==> src/rtl/mem_sync_bank_if.sv <==
`default_nettype none
// +--------------------------------------------------------------------------+
// | Module      : mem_sync_bank_if                                           |
// | Description : Request/response bundle for the mem_sync_bank memory.      |
// | Revision    : 1.0 - initial release                                      |
// +--------------------------------------------------------------------------+
interface mem_sync_bank_if #(
  parameter int DATA_W = 16,
  parameter int ADDR_W = 8
);
  logic                  chip_en;
  logic                  read_write;
  logic [ADDR_W-1:0]     address;
  logic [DATA_W-1:0]     data_in;
  logic [DATA_W/8-1:0]   byte_en;
  logic [DATA_W-1:0]     data_out;
  logic                  rd_valid;
  logic                  ready;
  logic                  addr_err;

  modport master (
    output chip_en, read_write, address, data_in, byte_en,
    input  data_out, rd_valid, ready, addr_err
  );

  modport slave (
    input  chip_en, read_write, address, data_in, byte_en,
    output data_out, rd_valid, ready, addr_err
  );
endinterface
`default_nettype wire

==> src/rtl/mem_sync_bank.sv <==
`default_nettype none
// +--------------------------------------------------------------------------+
// | Module      : mem_sync_bank                                              |
// | Description : Single-port synchronous memory bank with byte enables,     |
// |               configurable read latency, out-of-range error pulse and    |
// |               automatic clear of the whole array after every reset.      |
// | Revision    : 1.0 - initial release                                      |
// +--------------------------------------------------------------------------+
module mem_sync_bank #(
  parameter int                DATA_W   = 16,
  parameter int                ADDR_W   = 8,
  parameter int                DEPTH    = 1 << ADDR_W,
  parameter int                RD_LAT   = 1,
  parameter logic [DATA_W-1:0] INIT_VAL = '0
) (
  input  logic          clock,
  input  logic          reset,
  mem_sync_bank_if.slave bus
);
  localparam int                c_bytes     = DATA_W / 8;
  localparam logic [ADDR_W:0]   c_depth     = (ADDR_W + 1)'(DEPTH);
  localparam logic [ADDR_W-1:0] c_last_addr = ADDR_W'(DEPTH - 1);

  typedef enum logic [0:0] {
    ST_CLEAR = 1'b0,
    ST_READY = 1'b1
  } state_t;

  state_t              state_q, state_d;
  logic [ADDR_W-1:0]   clr_addr_q, clr_addr_d;
  logic                ready_q, ready_d;
  logic                addr_err_q, addr_err_d;
  logic [RD_LAT-1:0]   vld_q, vld_d;
  logic [DATA_W-1:0]   pdata_q [RD_LAT];
  logic [DATA_W-1:0]   pdata_d [RD_LAT];
  logic [DATA_W-1:0]   mem_q   [DEPTH];

  logic                accept;
  logic                in_range;
  logic [DATA_W-1:0]   rd_word;
  logic                mem_we;
  logic [ADDR_W-1:0]   mem_waddr;
  logic [DATA_W-1:0]   mem_wdata;

  // Clear sequencing, request decode, byte merge and read-pipeline advance.
  always_comb begin
    state_d    = state_q;
    clr_addr_d = clr_addr_q;
    ready_d    = ready_q;
    mem_we     = 1'b0;
    mem_waddr  = clr_addr_q;
    mem_wdata  = INIT_VAL;
    accept     = bus.chip_en && ready_q;
    in_range   = ({1'b0, bus.address} < c_depth);

    // Out-of-range reads return zero rather than aliasing onto a real word.
    rd_word = '0;
    if (in_range) begin
      rd_word = mem_q[bus.address];
    end

    case (state_q)
      ST_CLEAR: begin
        mem_we = 1'b1;
        if (clr_addr_q == c_last_addr) begin
          state_d = ST_READY;
          ready_d = 1'b1;
        end else begin
          clr_addr_d = clr_addr_q + 1'b1;
        end
      end
      ST_READY: begin
        // Writes are a read-modify-write of the addressed word so that
        // disabled bytes keep their previous contents.
        if (accept && bus.read_write && in_range) begin
          mem_we    = 1'b1;
          mem_waddr = bus.address;
          mem_wdata = rd_word;
          for (int b = 0; b < c_bytes; b++) begin
            if (bus.byte_en[b]) begin
              mem_wdata[8*b +: 8] = bus.data_in[8*b +: 8];
            end
          end
        end
      end
      default: begin
        state_d = ST_CLEAR;
      end
    endcase

    addr_err_d = accept && !in_range;

    // Each stage only loads on a valid token so the last stage (data_out)
    // holds its value between read results.
    vld_d      = '0;
    vld_d[0]   = accept && !bus.read_write;
    pdata_d    = pdata_q;
    if (vld_d[0]) begin
      pdata_d[0] = rd_word;
    end
    for (int i = 1; i < RD_LAT; i++) begin
      vld_d[i] = vld_q[i-1];
      if (vld_q[i-1]) begin
        pdata_d[i] = pdata_q[i-1];
      end
    end
  end

  // Control state, error pulse and read pipeline registers.
  always_ff @(posedge clock) begin
    if (reset) begin
      state_q    <= ST_CLEAR;
      clr_addr_q <= '0;
      ready_q    <= 1'b0;
      addr_err_q <= 1'b0;
      vld_q      <= '0;
      for (int i = 0; i < RD_LAT; i++) begin
        pdata_q[i] <= '0;
      end
    end else begin
      state_q    <= state_d;
      clr_addr_q <= clr_addr_d;
      ready_q    <= ready_d;
      addr_err_q <= addr_err_d;
      vld_q      <= vld_d;
      pdata_q    <= pdata_d;
    end
  end

  // Storage array; never written while reset is held.
  always_ff @(posedge clock) begin
    if (!reset && mem_we) begin
      mem_q[mem_waddr] <= mem_wdata;
    end
  end

  assign bus.data_out = pdata_q[RD_LAT-1];
  assign bus.rd_valid = vld_q[RD_LAT-1];
  assign bus.ready    = ready_q;
  assign bus.addr_err = addr_err_q;

endmodule
`default_nettype wire

==> src/flat_wrapper.sv <==
// flat-port wrapper written by rule: the top's interface ports become plain ports
module mem_sync_bank_flat 
#(
  parameter int                DATA_W   = 16,
  parameter int                ADDR_W   = 8,
  parameter int                DEPTH    = 1 << ADDR_W,
  parameter int                RD_LAT   = 1,
  parameter logic [DATA_W-1:0] INIT_VAL = '0
)
  (clock, reset, bus_chip_en, bus_read_write, bus_address, bus_data_in, bus_byte_en, bus_data_out, bus_rd_valid, bus_ready, bus_addr_err);
  mem_sync_bank_if #(.DATA_W(DATA_W), .ADDR_W(ADDR_W)) bus_i ();
  input  logic clock;
  input  logic reset;
  input wire logic [$bits(bus_i.chip_en)-1:0] bus_chip_en;
  input wire logic [$bits(bus_i.read_write)-1:0] bus_read_write;
  input wire logic [$bits(bus_i.address)-1:0] bus_address;
  input wire logic [$bits(bus_i.data_in)-1:0] bus_data_in;
  input wire logic [$bits(bus_i.byte_en)-1:0] bus_byte_en;
  output wire logic [$bits(bus_i.data_out)-1:0] bus_data_out;
  output wire logic [$bits(bus_i.rd_valid)-1:0] bus_rd_valid;
  output wire logic [$bits(bus_i.ready)-1:0] bus_ready;
  output wire logic [$bits(bus_i.addr_err)-1:0] bus_addr_err;
  assign bus_i.chip_en = bus_chip_en;
  assign bus_i.read_write = bus_read_write;
  assign bus_i.address = bus_address;
  assign bus_i.data_in = bus_data_in;
  assign bus_i.byte_en = bus_byte_en;
  assign bus_data_out = bus_i.data_out;
  assign bus_rd_valid = bus_i.rd_valid;
  assign bus_ready = bus_i.ready;
  assign bus_addr_err = bus_i.addr_err;
  mem_sync_bank #(.DATA_W(DATA_W), .ADDR_W(ADDR_W), .DEPTH(DEPTH), .RD_LAT(RD_LAT), .INIT_VAL(INIT_VAL)) u_core (.clock(clock), .reset(reset), .bus(bus_i));
endmodule
==> config.mk <==
export PLATFORM = sky130hd
export DESIGN_NAME = mem_sync_bank_flat
export DESIGN_NICKNAME = d
export VERILOG_FILES = /design/src/rtl/mem_sync_bank_if.sv /design/src/rtl/mem_sync_bank.sv /design/src/flat_wrapper.sv
export SDC_FILE = /design/constraint.sdc
export NUM_CORES = 2
export LEC_CHECK = 0
export BUFFER_PORTS_ARGS = -buffer_cell sky130_fd_sc_hd__buf_2
export CAP_MARGIN = 40
export CELL_PAD_IN_SITES_DETAIL_PLACEMENT = 1
export CELL_PAD_IN_SITES_GLOBAL_PLACEMENT = 1
export CORE_MARGIN = 4
export CORE_UTILIZATION = 50
export DETAILED_ROUTE_END_ITERATION = 8
export GPL_ROUTABILITY_DRIVEN = 0
export PLACE_DENSITY = 0.69
export SYNTH_ARGS = -nofsm -noshare
export SYNTH_HDL_FRONTEND = slang
export SYNTH_SLANG_ARGS = --single-unit
==> constraint.sdc <==
create_clock -name clock -period 39.4 [get_ports clock]
set_input_delay 9.85 -clock clock [delete_from_list [all_inputs] [get_ports clock]]
set_output_delay 9.85 -clock clock [all_outputs]
set_load 0.01 [all_outputs]
==> reports/summary.txt <==
core region area = 0.315 mm^2
clock slew at reported path FFs = 0.06 ns
placed wire-length estimate = 296 mm
post-synthesis sequential area ratio = 77.9%
Crit Path Category = primary input to flop
RSZ-0062 raised after global routing = no
Rows = 206
fmax = 0.0578 GHz
drt first-iter violations = 12.7k
Power, Total = 8.87 mW
final hold violation count = 0
run status = complete, no violations
total of warnings raised by yosys = 0
DP Worst Slack = 21.02 ns
Peak VDD IR = 0.0000401 V
R2R Setup Slk = 34.16 ns
RR Startpoint = u_core.mem_q[124][13]$_DFFE_PP_
Port Buffers = 47
slew margin rel. = 15.0%
total CTS buffers = 412
clk_skew = 0.0668 ns
RR Endpoint = u_core.mem_q[3][13]$_DFFE_PP_
total negative slack = 0 ns
Via density = 6.75
num ports = 49
syn nets = 7,222
Yosys reg bits = 4,123
startpoint types = primary input
worst min path class = flop to flop
peak fanout along the critical path = 91
die width = 571 um
Final Cycle Share = 43.9%
max-cap violations = 0
Synth Instances = 7,191
Resize count post-CTS = 0
critical path required time = 40.13 ns
design area = 0.181 mm^2
initial antenna violation count = 25
Leakage Power = 63.0 nW
synthesized area per cell = 22.1 um^2
first-pass GRT wire length = 684 mm
placed cell area = 0.168 mm^2
NumNets Final = 7,763
Unique masters post-synth = 77
largest net degree at the start of global routing = 225
routed vias = 82.7k
H-Tree Depth = 5
Initial Utilization = 50.3%
worst slew pin tran = 1.28 ns
Synth async-reset ratio = 0%
CTS tree = yes
final setup violation count = 0
Routed Antenna Nets = 0
DIE AREA = 0.326 mm^2
commonest non-fill, non-tap cell in the layout = edfxtp_1
All-Layer GR Usage = 30.1%
Clk Tree Root Cell = clkbuf_16
max-slew violations = 0
number of global-route vias before repair = 84.9k
Worst EP arrival = 18.02 ns
PnR worst setup slack = 22.11 ns
Clock Latency Late Sink = 0.99 ns
Bufs on Longest Clock Path = 4
Setup crit start = bus_address[0]
Final Critical Period = 17.29 ns
TritonRoute pass-1 iters = 6
Total Routed Length = 492 mm
grt ovf = 0
Mapped Area = 0.159 mm^2
PD cells = 49.0 mW/mm^2
Die Ht = 571 um
wire per inst = 40.1 um
CP endpoint kind = flop
DRC = 0
share of cells above drive strength 1 = 27.9%
hold-fix buffers at CTS = 0
ys flop type = edfxtp_1
worst setup path end = u_core.mem_q[99][9]$_DFFE_PP_
CTS sink count = 4,123
most frequent cells in the layout = edfxtp_1, mux4_2, clkbuf_16
Post-synth EDFFs = 4,096
Worst Reg2Reg Path Length in Cells = 10
area delta synth->final = 14.0%
Hold Startpoint = u_core.state_q$_SDFF_PP0_
Setup Fix Bufs, Post-CTS = 0
[logic make-up (layout without fill, tap and decap cells)]
logic type / Yosys count / after routing / synth area share, %
XOR/XNOR: 7 / 7 / 0.0386
other: 1 / 17 / 0.00236
multiplexers: 1341 / 1341 / 15.8
AND/OR/NAND/NOR: 621 / 621 / 1.76
adder cells (fa/ha/maj): 1 / 1 / 0.00788
buffers and inverters: 437 / 1324 / 1.54
AO/OA/AOI/OAI: 660 / 660 / 3.03
flip-flops: 4123 / 4123 / 77.9
[routing by layer]
metal  global-route usage (%)  up-vias  routed length (um)
li1                         -    31636                   -
met1                     41.4    44647              183000
met2                     46.5     5369              231000
met3                     6.24     1084               50100
met4                     14.8        4               27800
met5                        0        -                  24
[worst max-delay path, stage by stage]
cell and delay (ns):
buf_12 0.51, buf_4 0.70, buf_4 0.68, buf_4 0.71
buf_4 0.79, buf_4 0.65, mux4_2 0.33, or2_2 0.11
o211ai_1 0.10, a21oi_1 0.52, a311o_1 0.33, a31o_4 0.80
buf_4 0.81, buf_4 0.49, buf_16 0.30
[power breakdown]
part / total, mW / leakage (nW) / internal, mW / switching, mW
logic: 0.298 / 13.3 / 0.102 / 0.196
clock network: 3.82 / 6.35 / 2.14 / 1.68
registers: 4.75 / 43.3 / 4.75 / 0.00153
total: 8.87 / 63.0 / 6.99 / 1.87
[worst min path at each step]
stage	cells after the start	slack [ns]	end
floorplan	2	0.48	u_core.bus.data_out[2]$_SDFFE_PP0P_
global placement	3	0.57	u_core.bus.ready$_SDFFE_PP0P_
detailed placement	3	0.62	u_core.bus.ready$_SDFFE_PP0P_
CTS	3	0.63	u_core.bus.ready$_SDFFE_PP0P_
global route	1	0.66	u_core.bus.data_out[15]$_SDFFE_PP0P_
finish	3	0.64	u_core.bus.ready$_SDFFE_PP0P_
[per-stage QoR]
step	hold WS, ns	instances	util [%]
global placement	0.570	11363	52.5
finish	0.637	12254	57.3
detailed placement	0.621	11464	53.1
CTS	0.635	12224	57.2
global route	0.662	12239	57.3
floorplan	0.479	7191	-
[cells in the mapped netlist (9+ instances only)]
library cell	instances	area share [%]
a211o_1	19	0.10
a211oi_1	38	0.18
a21oi_1	81	0.26
a221oi_1	32	0.18
a22o_1	31	0.17
a22oi_1	94	0.44
a31oi_1	9	0.035
a32o_1	14	0.088
buf_1	38	0.090
buf_2	109	0.34
buf_4	76	0.36
buf_6	50	0.35
clkbuf_1	156	0.37
dfxtp_1	27	0.34
edfxtp_1	4096	78
mux2_2	75	0.53
mux2i_1	346	2.2
mux4_2	917	13
nand2_1	93	0.22
nand2b_1	10	0.039
nand3_1	58	0.18
nand3b_1	11	0.052
nand4_1	14	0.055
nor2_1	337	0.80
nor3_1	14	0.044
nor4_1	17	0.067
o211ai_1	33	0.16
o21ai_0	56	0.18
o21ai_1	10	0.032
o221ai_1	54	0.30
o22a_1	9	0.050
o22ai_1	104	0.41
or2_2	11	0.043
or3_1	11	0.043
[state kept, by name, indices dropped and copies added (netlist names)]
name and count:
u_core.bus.data_out 16, u_core.state_q 1, u_core.clr_addr_q 8, u_core.mem_q 4096
u_core.bus.rd_valid 1, u_core.bus.ready 1
[cell type report]
cell class	count	area, um^2
clock inverter	248	2250
antenna	16	40.0
inverter	7	38.8
clock buffer	512	10700
fill	26335	135000
tap	4160	5200
sequential	4123	124000
multi-input combinational	2631	33400
timing repair buffer	557	5600
No activity file was read; power rests on OpenSTA's default activity.
